==> config.mk <==
export PLATFORM = sky130hd
export DESIGN_NAME = ahblite_copy_master
export DESIGN_NICKNAME = d
export VERILOG_FILES = /design/src/rtl/ahblite_copy_master.sv
export SDC_FILE = /design/constraint.sdc
export NUM_CORES = 1
export LEC_CHECK = 0
export BUFFER_PORTS_ARGS = -buffer_cell sky130_fd_sc_hd__buf_2
export CAP_MARGIN = 20
export CORE_ASPECT_RATIO = 1.1
export CORE_MARGIN = 5
export CORE_UTILIZATION = 40
export DETAILED_ROUTE_END_ITERATION = 12
export HOLD_SLACK_MARGIN = 0.12
export PLACE_DENSITY_LB_ADDON = 0.15
export SLEW_MARGIN = 20
export SYNTH_ARGS = -nofsm -noshare
export SYNTH_HDL_FRONTEND = slang
export SYNTH_SLANG_ARGS = --single-unit
export TNS_END_PERCENT = 20
==> constraint.sdc <==
create_clock -name clk -period 2.2 [get_ports clk]
set_input_delay 0.22 -clock clk [delete_from_list [all_inputs] [get_ports clk]]
set_output_delay 0.22 -clock clk [all_outputs]
set_load 0.05 [all_outputs]
==> src/rtl/ahblite_copy_master.sv <==
// AHB-Lite master copying len words src->dst, one SINGLE read then one SINGLE write per word.
// Latency 4 cycles/word with zero wait states; HREADY low stalls the current phase, HRESP aborts.
module ahblite_copy_master (
  input  logic        clk,
  input  logic        RSTn,
  input  logic        start,
  input  logic [31:0] src_addr,
  input  logic [31:0] dst_addr,
  input  logic [15:0] len,
  output logic        busy,
  output logic        done,
  output logic        error,
  output logic [31:0] HADDR,
  output logic [1:0]  HTRANS,
  output logic [2:0]  HSIZE,
  output logic [2:0]  HBURST,
  output logic [3:0]  HPROT,
  output logic        HMASTLOCK,
  output logic        HWRITE,
  output logic [31:0] HWDATA,
  input  logic [31:0] HRDATA,
  input  logic        HREADY,
  input  logic        HRESP
);

  localparam logic [2:0] IDLE = 3'd0;
  localparam logic [2:0] RD_A = 3'd1;
  localparam logic [2:0] RD_D = 3'd2;
  localparam logic [2:0] WR_A = 3'd3;
  localparam logic [2:0] WR_D = 3'd4;
  localparam logic [2:0] ERR  = 3'd5;
  localparam logic [2:0] DONE = 3'd6;

  logic [2:0]  state;
  logic [31:0] src_ptr;
  logic [31:0] dst_ptr;
  logic [31:0] word_buf;
  logic [15:0] count;

  always_ff @(posedge clk or negedge RSTn) begin
    if (!RSTn) begin
      state    <= IDLE;
      src_ptr  <= 32'h0;
      dst_ptr  <= 32'h0;
      word_buf <= 32'h0;
      count    <= 16'h0;
      error    <= 1'b0;
    end else begin
      case (state)
        IDLE: begin
          if (start) begin
            error <= 1'b0;
            if (len == 16'h0) begin
              state <= DONE;
            end else begin
              src_ptr <= src_addr & 32'hFFFF_FFFC;
              dst_ptr <= dst_addr & 32'hFFFF_FFFC;
              count   <= len;
              state   <= RD_A;
            end
          end
        end
        RD_A: if (HREADY) state <= RD_D;
        RD_D: begin
          // ERROR is taken on its first (HREADY low) cycle; ERR waits out the second.
          if (HRESP) begin
            state <= ERR;
          end else if (HREADY) begin
            word_buf <= HRDATA;
            state    <= WR_A;
          end
        end
        WR_A: if (HREADY) state <= WR_D;
        WR_D: begin
          if (HRESP) begin
            state <= ERR;
          end else if (HREADY) begin
            src_ptr <= src_ptr + 32'd4;
            dst_ptr <= dst_ptr + 32'd4;
            count   <= count - 16'd1;
            state   <= (count == 16'd1) ? DONE : RD_A;
          end
        end
        ERR: begin
          if (HREADY) begin
            error <= 1'b1;
            state <= DONE;
          end
        end
        DONE:    state <= IDLE;
        default: state <= IDLE;
      endcase
    end
  end

  // Every bus output is a pure decode of registered state.
  assign busy      = (state == RD_A) || (state == RD_D) || (state == WR_A) ||
                     (state == WR_D) || (state == ERR);
  assign done      = (state == DONE);
  assign HTRANS    = ((state == RD_A) || (state == WR_A)) ? 2'b10 : 2'b00;
  assign HADDR     = (state == RD_A) ? src_ptr : ((state == WR_A) ? dst_ptr : 32'h0);
  assign HWRITE    = (state == WR_A);
  assign HWDATA    = word_buf;
  assign HSIZE     = 3'b010;
  assign HBURST    = 3'b000;
  assign HPROT     = 4'b0011;
  assign HMASTLOCK = 1'b0;

endmodule

==> run summary, run 1 <==
status = completed
synthesized instance count = 776
number of input and output port buffers inserted = 179
Pre-Repair DR Iteration Count = 5
H-tree lvl count = 3
worst-margin pin slew = 0.624 ns
kind of cell adding the most delay to the critical path = buffers and inverters
list of most frequent post-synthesis cells = 112 x sky130_fd_sc_hd__dfrtp_1, 83 x sky130_fd_sc_hd__nor2_1, 81 x sky130_fd_sc_hd__a21oi_1
CTS tree = built
largest net degree at the start of global routing = 113
Max-cap violations = 0
synthesis-to-finish area growth = 29.0%
highest ir drop seen on vdd = 810 uV
worst skew pair latency = 0.36 ns
clock-pin slew of the registers on the worst-case setup and hold paths = 0.08 ns
Final Core Density = 0.523
power per standard cell area = 1560 mW/mm^2
DR WL/cell = 17.5 um
number of buffer and inverter stages on the critical path = 4
type of element capturing the critical path = output pin
Mapped Avg Cell Area = 8.86 um^2
full die area = 0.0199 mm^2
initial standard-cell utilization of the core = 0.406
Detailed Place HPWL = 15.1 mm
# setup viols final = 0
combined global-route utilization of all metal layers = 0.211
most common flop cell mapped by yosys = sky130_fd_sc_hd__dfrtp_1
setup skew after layout = 0.00848 ns
area fraction in and, or, nand and nor cells after synthesis = 0.195
synthesized area = 0.00688 mm^2
kind of launch point of the worst setup path = register
remaining routing DRC violations = 0
WL final = 21.6 mm
total number of vias = 6753
Leak Pwr = 3.96 nW
largest area contributor in the synthesized netlist = sky130_fd_sc_hd__dfrtp_1
Die Y-Extent = 148 um
Adder-Cell Fraction of Synth Area = 0.00728
root buffer selected by CTS = sky130_fd_sc_hd__clkbuf_16
antenna violations before repair = 3
Seq cells post-synth = 112
most common cell in the netlist = sky130_fd_sc_hd__dfrtp_1
biggest cell delay along the critical path = 0.45 ns
maximum buffer depth of the clock tree = 2
number of distinct standard cells referenced by the synthesized netlist = 61
routed length on met1 = 9.74 mm
routed length on met2 = 9.88 mm
initial detailed-routing violation count = 475
final weighted congestion of routability-driven global placement = 0.811
largest family of logic cells by synthesized area = compound AO/OA/AOI/OAI gates
top area cells in the synthesized netlist = sky130_fd_sc_hd__dfrtp_1 41%, sky130_fd_sc_hd__a21oi_1 5.9%, sky130_fd_sc_hd__mux2_2 5.1%
residual antenna-violating net count after detailed routing = 0
TritonCTS sink count = 112
Num CTS Buffers = 9
final layout net count = 1112
complex-gate fraction of the synthesized area = 0.227
RSZ-0062 raised after global routing = no
Core Area = 0.0170 mm^2
arrival time of the worst setup path = 1.91 ns
fraction of synthesized cell area in xor and xnor cells = 0
vias in the first global route = 6564
sum of overflow across all layers after global routing = 0
worst rel slew slack = 0.584
Die Width = 135 um
global-route wire length before repair = 34.1 mm
mux share of post-synthesis cell area = 0.0990
worst setup path category = register to output pin
Req. time, crit path = 1.98 ns
highest metal layer used by the detailed router = met5
maximum fanout along the worst path = 19
met3 wire len = 1.53 mm
number of slew-limit violations in the final report = 0
vias per std cell = 5.48
Yosys top cell area share = 0.408
Min Clock Period, post-route = 2.13 ns
top achievable clock speed = 0.469 GHz
share of cells above drive strength 1 = 0.305
Final Cycle Share = 0.969
minimum hold slack = 0.145 ns
number of warnings reported in the yosys synthesis log = 0
crit-path cells = buf_4, clkinv_1, nand2_1, buf_6, nor2_1, buf_2
Post-synth ARST share = 1.00
cell at the slowest stage of the critical path = sky130_fd_sc_hd__dfrtp_2
number of top-level pins = 198
Hold/Removal Path Class = input pin to register
Site Rows = 50
number of hold violations in the final report = 0
Post-synth EDFFs = 0
portion of the post-synthesis area used by sequential elements = 0.408
aggregate negative setup slack = 0 ns
final cells by class:
type	count	area (um^2)
clock buffer	10	229
antenna	2	5.00
fill	1604	8090
multi-input combinational	591	3700
timing repair buffer	267	1750
tap	234	293
sequential	112	2810
inverter	10	37.5
clock inverter	6	43.8
per-layer routing:
layer  vias to the layer above  GRT usage
li1                       3286          -
met1                      3186      0.289
met2                       250      0.333
met3                        29     0.0473
met4                         2     0.0660
met5                         -          0
worst min-delay path, cell delays in order:
cell	delay [ns]
sky130_fd_sc_hd__buf_2	0.08
sky130_fd_sc_hd__a21oi_1	0.04
sky130_fd_sc_hd__o21ai_0	0.13
what timing repair did:
item                                    4_1_cts  5_1_grt
hold buffers                                 35        1
buffers inserted                              0        2
cloned                                        0        0
endpoints found under the hold margin       146        1
gates resized for setup                       2        2
endpoints found under the setup margin       32       34
report_power, final:
part,internal [mW],switching (mW)
Sequential,3.08,1.03
Combinational,2.80,5.32
Clock,0.778,0.824
cells in the final DEF, fill, tap and decap left out, types with 11 or more instances in the layout:
| cell | instances |
|---|---|
| sky130_fd_sc_hd__a31oi_1 | 11 |
| sky130_fd_sc_hd__nand3_1 | 32 |
| sky130_fd_sc_hd__buf_4 | 44 |
| sky130_fd_sc_hd__and3_1 | 18 |
| sky130_fd_sc_hd__nand2_1 | 52 |
| sky130_fd_sc_hd__a21oi_1 | 81 |
| sky130_fd_sc_hd__o21ai_0 | 58 |
| sky130_fd_sc_hd__dfrtp_1 | 109 |
| sky130_fd_sc_hd__nand4_1 | 22 |
| sky130_fd_sc_hd__conb_1 | 14 |
| sky130_fd_sc_hd__mux2i_1 | 32 |
| sky130_fd_sc_hd__o22ai_1 | 24 |
| sky130_fd_sc_hd__nor2_1 | 83 |
| sky130_fd_sc_hd__nor3_1 | 13 |
| sky130_fd_sc_hd__mux2_2 | 31 |
| sky130_fd_sc_hd__dlygate4sd3_1 | 36 |
| sky130_fd_sc_hd__a2bb2oi_1 | 18 |
| sky130_fd_sc_hd__buf_2 | 178 |
flip-flops by register name, summed over array words and instances, names as in the netlist:
signal	flops
HWDATA	32
count	16
dst_ptr	30
error	1
src_ptr	30
state	3
metrics by stage:
stage / instances / area [um^2] / total power, mW / setup slack, ns
6_report: 1232 / 8870 / 13.8 / 0.0673
5_1_grt: 1232 / 8870 / 14.8 / 0.00282
4_1_cts: 1227 / 8820 / 13.8 / 0.00347
3_5_place_dp: 1176 / 8190 / 12.2 / 0.0976
3_3_place_gp: 1176 / 8190 / 12.1 / 0.0945
2_1_floorplan: 788 / 6920 / 9.92 / 0.177
cell families (layout without fill, tap and decap cells):
| kind of cell | Yosys count | after routing |
|---|---|---|
| AOI/OAI and AO/OA | 247 | 247 |
| adders and majority gates | 4 | 4 |
| buffers and inverters | 85 | 293 |
| DFF | 112 | 112 |
| muxes | 64 | 64 |
| other | 2 | 16 |
| and+or+nand+nor | 262 | 262 |
path summary, 6_finish.rpt:
check | startpoint | to | slack, ns | depth (start not counted)
hold reg to reg | HWDATA[7] | HWDATA[7] | 0.50 | 1
min in group asynchronous | RSTn | HWDATA[5] | 0.49 | 3
setup / recovery | state[2] | HADDR[24] | 0.07 | 6
setup reg to reg | state[2] | count[7] | 0.19 | 6
hold / removal | src_addr[4] | src_ptr[4] | 0.14 | 3
max in group asynchronous | RSTn | state[1] | 1.23 | 3
Note: power is estimated with default switching activity, not from simulation.
==> run 2, diff against run 1 <==
--- a/config.mk
+++ b/config.mk
@@ -5,10 +5,10 @@
 export SDC_FILE = /design/constraint.sdc
 export NUM_CORES = 1
 export LEC_CHECK = 0
+export ABC_AREA = 1
 export BUFFER_PORTS_ARGS = -buffer_cell sky130_fd_sc_hd__buf_2
 export CAP_MARGIN = 20
-export CORE_ASPECT_RATIO = 1.1
-export CORE_MARGIN = 5
+export CORE_ASPECT_RATIO = 0.75
 export CORE_UTILIZATION = 40
 export DETAILED_ROUTE_END_ITERATION = 12
 export HOLD_SLACK_MARGIN = 0.12
==> run 2 against run 1 <==
Effect of this change: final cell count is 36% higher; total power is 4.3% higher; worst setup slack improved by 0.0071 ns; sequential power up 1%; first-iteration DRC count increased by 49%; synthesized area is 15% higher; highest routed layer is now met4.
==> run summary, run 2 <==
number of buffer and inverter stages on the critical path = 3 (-1)
setup skew after layout = 0.00917 ns (+0.000688 ns)
RSZ-0062 raised after global routing = yes
Detailed Place HPWL = 19.0 mm (+26%)
WL final = 25.6 mm (+19%)
synthesis-to-finish area growth = 24.1%
worst setup path category = register to output pin
vias in the first global route = 7631 (+16%)
largest net degree at the start of global routing = 113 (unchanged)
top area cells in the synthesized netlist = sky130_fd_sc_hd__dfrtp_1 36%, sky130_fd_sc_hd__nand2_1 24%, sky130_fd_sc_hd__nor2_1 9.1%
residual antenna-violating net count after detailed routing = 0 (unchanged)
maximum fanout along the worst path = 28 (+9)
number of flip-flops under the largest register name = 32 (unchanged)
number of top-level pins = 198 (unchanged)
synthesized area = 0.00787 mm^2 (+15%)
Num CTS Buffers = 9 (unchanged)
Post-synth ARST share = 1.00 (unchanged)
number of warnings reported in the yosys synthesis log = 0 (unchanged)
routed length on met2 = 10.4 mm (+5.1%)
minimum hold slack = 0.132 ns (-0.0130 ns)
Seq cells post-synth = 112 (unchanged)
Mapped Avg Cell Area = 6.46 um^2 (-27%)
# setup viols final = 0 (unchanged)
share of cells above drive strength 1 = 0.188 (-0.118)
maximum buffer depth of the clock tree = 2 (unchanged)
Post-synth EDFFs = 0 (unchanged)
Site Rows = 44 (-12%)
Final Core Density = 0.506 (-0.0172)
antenna violations before repair = 0 (-3)
global-route wire length before repair = 40.6 mm (+19%)
combined global-route utilization of all metal layers = 0.263 (+0.0523)
type of element capturing the critical path = output pin
Hold/Removal Path Class = input pin to register
list of most frequent post-synthesis cells = 496 x sky130_fd_sc_hd__nand2_1, 191 x sky130_fd_sc_hd__nor2_1, 112 x sky130_fd_sc_hd__dfrtp_1
most common cell in the netlist = sky130_fd_sc_hd__nand2_1
number of hold violations in the final report = 0 (unchanged)
portion of the post-synthesis area used by sequential elements = 0.356 (-0.0517)
kind of cell adding the most delay to the critical path = buffers and inverters
Max-cap violations = 0 (unchanged)
met3 wire len = 1.95 mm (+28%)
biggest cell delay along the critical path = 0.44 ns (about the same)
remaining routing DRC violations = 0 (unchanged)
total number of vias = 8388 (+24%)
Yosys top cell area share = 0.356 (-0.0517)
count of placed standard cells in the final layout, fillers left out = 1677 (+36%)
number of slew-limit violations in the final report = 0 (unchanged)
highest metal layer used by the detailed router = met4
sum of overflow across all layers after global routing = 0 (unchanged)
Leak Pwr = 4.99 nW (+26%)
TritonCTS sink count = 112 (unchanged)
DR WL/cell = 15.3 um (-13%)
full die area = 0.0203 mm^2 (+1.7%)
number of input and output port buffers inserted = 179 (unchanged)
CTS tree = built
placed cell count = 1628 (+38%)
top achievable clock speed = 0.470 GHz (+0.34%)
root buffer selected by CTS = sky130_fd_sc_hd__clkbuf_16
commonest cells after routing, fill and taps aside = 495 x sky130_fd_sc_hd__nand2_1, 191 x sky130_fd_sc_hd__nor2_1, 159 x sky130_fd_sc_hd__buf_2, 112 x sky130_fd_sc_hd__dfrtp_1, 99 x sky130_fd_sc_hd__nand3_1
most common flop cell mapped by yosys = sky130_fd_sc_hd__dfrtp_1
worst rel slew slack = 0.556 (-0.0275)
Pre-Repair DR Iteration Count = 6 (+1)
Core Area = 0.0193 mm^2 (+14%)
antenna diode count = 0 (-2)
arrival time of the worst setup path = 1.91 ns (about the same)
Die Y-Extent = 124 um (-16%)
crit-path cells = inv_1, nor2_1, nand2_1, buf_6, o22ai_1, buf_4
initial standard-cell utilization of the core = 0.407 (+0.00194)
H-tree lvl count = 3 (unchanged)
cell at the slowest stage of the critical path = sky130_fd_sc_hd__dfrtp_1
worst skew pair latency = 0.38 ns (+0.02 ns)
Req. time, crit path = 1.98 ns (about the same)
kind of launch point of the worst setup path = register
status = completed
routed length on met1 = 12.9 mm (+32%)
aggregate negative setup slack = 0 ns (unchanged)
highest ir drop seen on vdd = 822 uV (+1.4%)
worst-margin pin slew = 0.665 ns (+0.0413 ns)
Die Width = 164 um (+21%)
final layout net count = 1540 (+38%)
clock-pin slew of the registers on the worst-case setup and hold paths = 0.08 ns (about the same)
power per standard cell area = 1480 mW/mm^2 (-5.3%)
final weighted congestion of routability-driven global placement = 0.932 (+15%)
synthesized instance count = 1218 (+57%)
number of distinct standard cells referenced by the synthesized netlist = 29 (-52%)
initial detailed-routing violation count = 706 (+49%)
Min Clock Period, post-route = 2.13 ns (-0.00713 ns)
largest area contributor in the synthesized netlist = sky130_fd_sc_hd__dfrtp_1
Final Cycle Share = 0.966 (-0.00324)
vias per std cell = 5.00 (-8.7%)
most common cell after layout, fill and taps aside = sky130_fd_sc_hd__nand2_1
run 2: report_power, final:
part / internal [mW] / switching (mW)
Clock: 0.809 / 0.908
Combinational: 2.65 / 5.92
Sequential: 3.09 / 1.07
Total: 6.54 / 7.89
run 2: logic make-up after synthesis:
group                      count (synthesis)  synth area share
AOI/OAI and AO/OA                        105            0.0731
muxes                                     38            0.0677
xor gates and xnor gates                   5           0.00556
adders and majority gates                  4           0.00636
DFF                                      112             0.356
buffers and inverters                    147            0.0850
other                                      2          0.000954
and+or+nand+nor                          805             0.405
run 2: layer usage:
metal,GRT usage,vias to the layer above
met3,0.0446,25
met5,0,-
met1,0.410,3809
met2,0.364,326
li1,-,4228
met4,0.0723,0
run 2: final cells by class:
| cell class | count | area [um^2] |
|---|---|---|
| multi-input combinational | 971 | 4480 |
| clock buffer | 9 | 225 |
| inverter | 91 | 342 |
| clock inverter | 7 | 75.1 |
| timing repair buffer | 234 | 1530 |
| tap | 253 | 317 |
| sequential | 112 | 2800 |
| fill | 2006 | 9550 |
run 2: worst reg2reg max path: stages, from the launching register on:
cell	delay, ns
sky130_fd_sc_hd__dfrtp_1	0.37
sky130_fd_sc_hd__ha_1	0.41
sky130_fd_sc_hd__inv_1	0.13
sky130_fd_sc_hd__nor2_1	0.17
sky130_fd_sc_hd__nand2_1	0.18
sky130_fd_sc_hd__inv_1	0.25
sky130_fd_sc_hd__nand3_1	0.10
sky130_fd_sc_hd__nand3_1	0.10
sky130_fd_sc_hd__nand2_1	0.05
sky130_fd_sc_hd__nand2_1	0.06
sky130_fd_sc_hd__nand2_1	0.04
run 2: final timing paths:
kind | startpoint | to | slack (ns) | cells after the start
max | state[0] | HADDR[13] | 0.07 | 6
min | src_addr[18] | src_ptr[18] | 0.13 | 5
max reg2reg | src_ptr[2] | src_ptr[14] | 0.25 | 10
min reg2reg | count[1] | count[1] | 0.50 | 2
max in group asynchronous | RSTn | HWDATA[14] | 1.23 | 3
min in group asynchronous | RSTn | count[15] | 0.46 | 3
run 2: timing repair:
action / 4_1_cts / 5_1_grt
hold buffers: 33 / 0
endpoints found under the setup margin: 3 / 27
resized for setup: 3 / 34
endpoints found under the hold margin: 144 / 0
buffers inserted: 0 / 0
run 2: through the flow:
step | setup slack (ns) | power, mW | cell area [um^2]
floorplan | 0.104 | 10.1 | 7920
global placement | 0.350 | 12.4 | 9060
detailed placement | 0.321 | 12.5 | 9060
CTS | 0.00286 | 14.3 | 9690
global route | -0.0184 | 15.6 | 9770
finish | 0.0744 | 14.4 | 9770
==> run 3, diff against run 2 <==
--- a/config.mk
+++ b/config.mk
@@ -10,8 +10,10 @@
 export CAP_MARGIN = 20
 export CORE_ASPECT_RATIO = 0.75
 export CORE_UTILIZATION = 40
+export CTS_CLUSTER_SIZE = 25
 export DETAILED_ROUTE_END_ITERATION = 12
 export HOLD_SLACK_MARGIN = 0.12
+export MAX_ROUTING_LAYER = met4
 export PLACE_DENSITY_LB_ADDON = 0.15
 export SLEW_MARGIN = 20
 export SYNTH_ARGS = -nofsm -noshare
==> constraint.sdc (replaced) <==
create_clock -name clk -period 2.7 [get_ports clk]
set_input_delay 0.27 -clock clk [delete_from_list [all_inputs] [get_ports clk]]
set_output_delay 0.27 -clock clk [all_outputs]
set_load 0.05 [all_outputs]
==> run 3 against run 2 <==
Effect of this change: sequential power fell by 18%; wire length rose by 0.64%; combinational power fell by 21%; clock power fell by 15%; first-iteration DRC count rose by 13%; global-route usage rose by 0.70 points.
==> run summary, run 3 (synthesis gave the netlist of run 2 again) <==
setup skew after layout = 0.00978 ns (+0.000609 ns)
worst setup path category = register to output pin
placed cell count = 1619 (-0.55%)
status = completed
maximum fanout along the worst path = 29 (+3.6%)
root buffer selected by CTS = sky130_fd_sc_hd__clkbuf_16
combinational cell fraction of total power = 0.580 (-0.013)
Final Cycle Share = 0.895
H-tree lvl count = 3 (unchanged)
final layout net count = 1529 (-0.71%)
power per standard cell area = 1210 mW/mm^2 (-18%)
Leak Pwr = 4.92 nW (-1.3%)
vias per std cell = 5.01 (+0.22%)
number of buffer and inverter stages on the critical path = 3 (unchanged)
cell count along the critical path = 6 (unchanged)
maximum buffer depth of the clock tree = 2 (unchanged)
power spent charging and discharging nets = 6.44 mW (-18%)
Core Area = 0.0193 mm^2 (unchanged)
Worst Reg-to-Reg Cells = 10 (unchanged)
commonest cells after routing, fill and taps aside = 495 x sky130_fd_sc_hd__nand2_1, 191 x sky130_fd_sc_hd__nor2_1, 178 x sky130_fd_sc_hd__buf_2, 112 x sky130_fd_sc_hd__dfrtp_1, 99 x sky130_fd_sc_hd__nand3_1
Crit Reg-Reg Endpoint = dst_ptr[12]
clock-pin slew of the registers on the worst-case setup and hold paths = 0.09 ns (about the same)
global-route wire length before repair = 40.6 mm (-0.12%)
initial detailed-routing violation count = 798 (+13%)
r2r startpoint = dst_ptr[2]
kind of cell adding the most delay to the critical path = buffers and inverters
largest net degree at the start of global routing = 95 (-16%)
Req. time, crit path = 2.43 ns (+0.45 ns)
most common cell after layout, fill and taps aside = sky130_fd_sc_hd__nand2_1
crit-path cells = inv_1, nor2_1, nand2_1, buf_4, o22ai_1, buf_2
TritonCTS sink count = 112 (unchanged)
combined global-route utilization of all metal layers = 0.270 (+0.00699)
top achievable clock speed = 0.414 GHz
antenna diode count = 0 (unchanged)
Die Y-Extent = 124 um (unchanged)
RSZ-0062 raised after global routing = no
type of element capturing the critical path = output pin
number of input and output port buffers inserted = 179 (unchanged)
synthesis-to-finish area growth = 21.9%
register-to-register setup slack = 0.48 ns (+0.23 ns)
number of slew-limit violations in the final report = 0 (unchanged)
share of cells above drive strength 1 = 0.180 (-0.00774)
DR WL/cell = 15.5 um (+1.3%)
end point of the critical path = HADDR[8]
worst-margin pin slew = 0.646 ns (-0.0196 ns)
Hold/Removal Path Class = input pin to register
Site Rows = 44 (unchanged)
residual antenna-violating net count after detailed routing = 0 (unchanged)
Die Width = 164 um (unchanged)
kind of launch point of the worst setup path = register
internal power consumption = 5.15 mW (-21%)
Pre-Repair DR Iteration Count = 5 (-1)
fraction of power spent switching nets = 0.556 (+0.00908)
count of placed standard cells in the final layout, fillers left out = 1666 (-0.66%)
CTS tree = built
initial standard-cell utilization of the core = 0.407 (unchanged)
biggest cell delay along the critical path = 0.44 ns (about the same)
total number of vias = 8351 (-0.44%)
Detailed Place HPWL = 19.2 mm (+1.2%)
arrival time of the worst setup path = 2.15 ns (+0.24 ns)
number of hold violations in the final report = 0 (unchanged)
# setup viols final = 0 (unchanged)
remaining routing DRC violations = 0 (unchanged)
Num CTS Buffers = 9 (unchanged)
crit path from = state[0]
antenna violations before repair = 0 (unchanged)
number of flip-flops under the largest register name = 32 (unchanged)
sum of overflow across all layers after global routing = 0 (unchanged)
vias in the first global route = 7538 (-1.2%)
final weighted congestion of routability-driven global placement = 0.945 (+1.4%)
clock group share of total power = 0.127 (+0.008)
number of top-level pins = 198 (unchanged)
worst skew pair latency = 0.38 ns (about the same)
hold wc startpoint = HRDATA[1]
WL final = 25.8 mm (+0.64%)
highest ir drop seen on vdd = 700 uV (-15%)
Min Clock Period, post-route = 2.42 ns
part of the power in registers = 0.293 (+0.005)
aggregate negative setup slack = 0 ns (unchanged)
full die area = 0.0203 mm^2 (unchanged)
cell at the slowest stage of the critical path = sky130_fd_sc_hd__dfrtp_1
worst rel slew slack = 0.570 (+0.0131)
Max-cap violations = 0 (unchanged)
==> run 3: metrics by stage <==
step / total power [mW] / cell area [um^2] / utilization / worst slack [ns] / hold slack (ns)
after detailed placement: 10.0 / 8960 / 0.464 / 0.525 / 0.297
final: 11.6 / 9600 / 0.497 / 0.283 / 0.130
after floorplan: 8.24 / 7920 / - / 0.554 / -0.0256
after global placement: 9.94 / 8960 / 0.464 / 0.563 / 0.296
after global routing: 12.5 / 9600 / 0.497 / 0.124 / 0.134
after CTS: 11.5 / 9600 / 0.497 / 0.320 / 0.120
==> run 3: cell type report <==
type / instances / area [um^2]
inverter: 91 / 342
clock inverter: 7 / 101
clock buffer: 9 / 225
sequential: 112 / 2800
fill: 2008 / 9720
multi-input combinational: 971 / 4460
tap: 253 / 317
timing repair buffer: 223 / 1360
==> run 3: power groups by stage <==
stage | combinational, mW | sequential [mW] | clock [mW]
3_3_place_gp | 6.55 | 3.39 | 0
5_1_grt | 7.38 | 3.52 | 1.56
3_5_place_dp | 6.63 | 3.37 | 0
6_report | 6.72 | 3.40 | 1.47
2_1_floorplan | 4.25 | 3.99 | 0
4_1_cts | 6.67 | 3.37 | 1.51
==> run 3: worst min path at each step <==
stage               cells after the start         to  slack, ns
CTS                                     2  HWDATA[1]       0.12
detailed placement                      1  count[10]       0.30
global route                            2  HWDATA[1]       0.13
global placement                        1  count[10]       0.30
finish                                  2  HWDATA[1]       0.13
floorplan                               0  HWDATA[0]      -0.03
==> run 3: layer usage <==
metal  routed length, um  vias up  track usage
met5                   0        -            -
met2               10600      304        0.376
li1                    -     4214            -
met1               13000     3815        0.412
met4                 266        0       0.0515
met3                1950       18       0.0359
==> run 3: repair_timing <==
| item | in CTS | in global routing |
|---|---|---|
| hold buffers | 31 | 0 |
| hold endpoints to repair | 65 | 0 |
| buffers inserted | 0 | 0 |
| setup endpoints to repair | 0 | 0 |
| gates resized for setup | 0 | 0 |
==> run 3: worst reg2reg max path, stage by stage (launching register included) <==
cell and delay [ns]:
sky130_fd_sc_hd__dfrtp_1 0.50, sky130_fd_sc_hd__ha_1 0.35, sky130_fd_sc_hd__nand2_1 0.08, sky130_fd_sc_hd__nor2_1 0.28, sky130_fd_sc_hd__nand2_1 0.25, sky130_fd_sc_hd__nor2_1 0.30, sky130_fd_sc_hd__nand2_1 0.09, sky130_fd_sc_hd__nand3_1 0.09
sky130_fd_sc_hd__nand2_1 0.05, sky130_fd_sc_hd__nand2_1 0.04, sky130_fd_sc_hd__o21ai_0 0.07
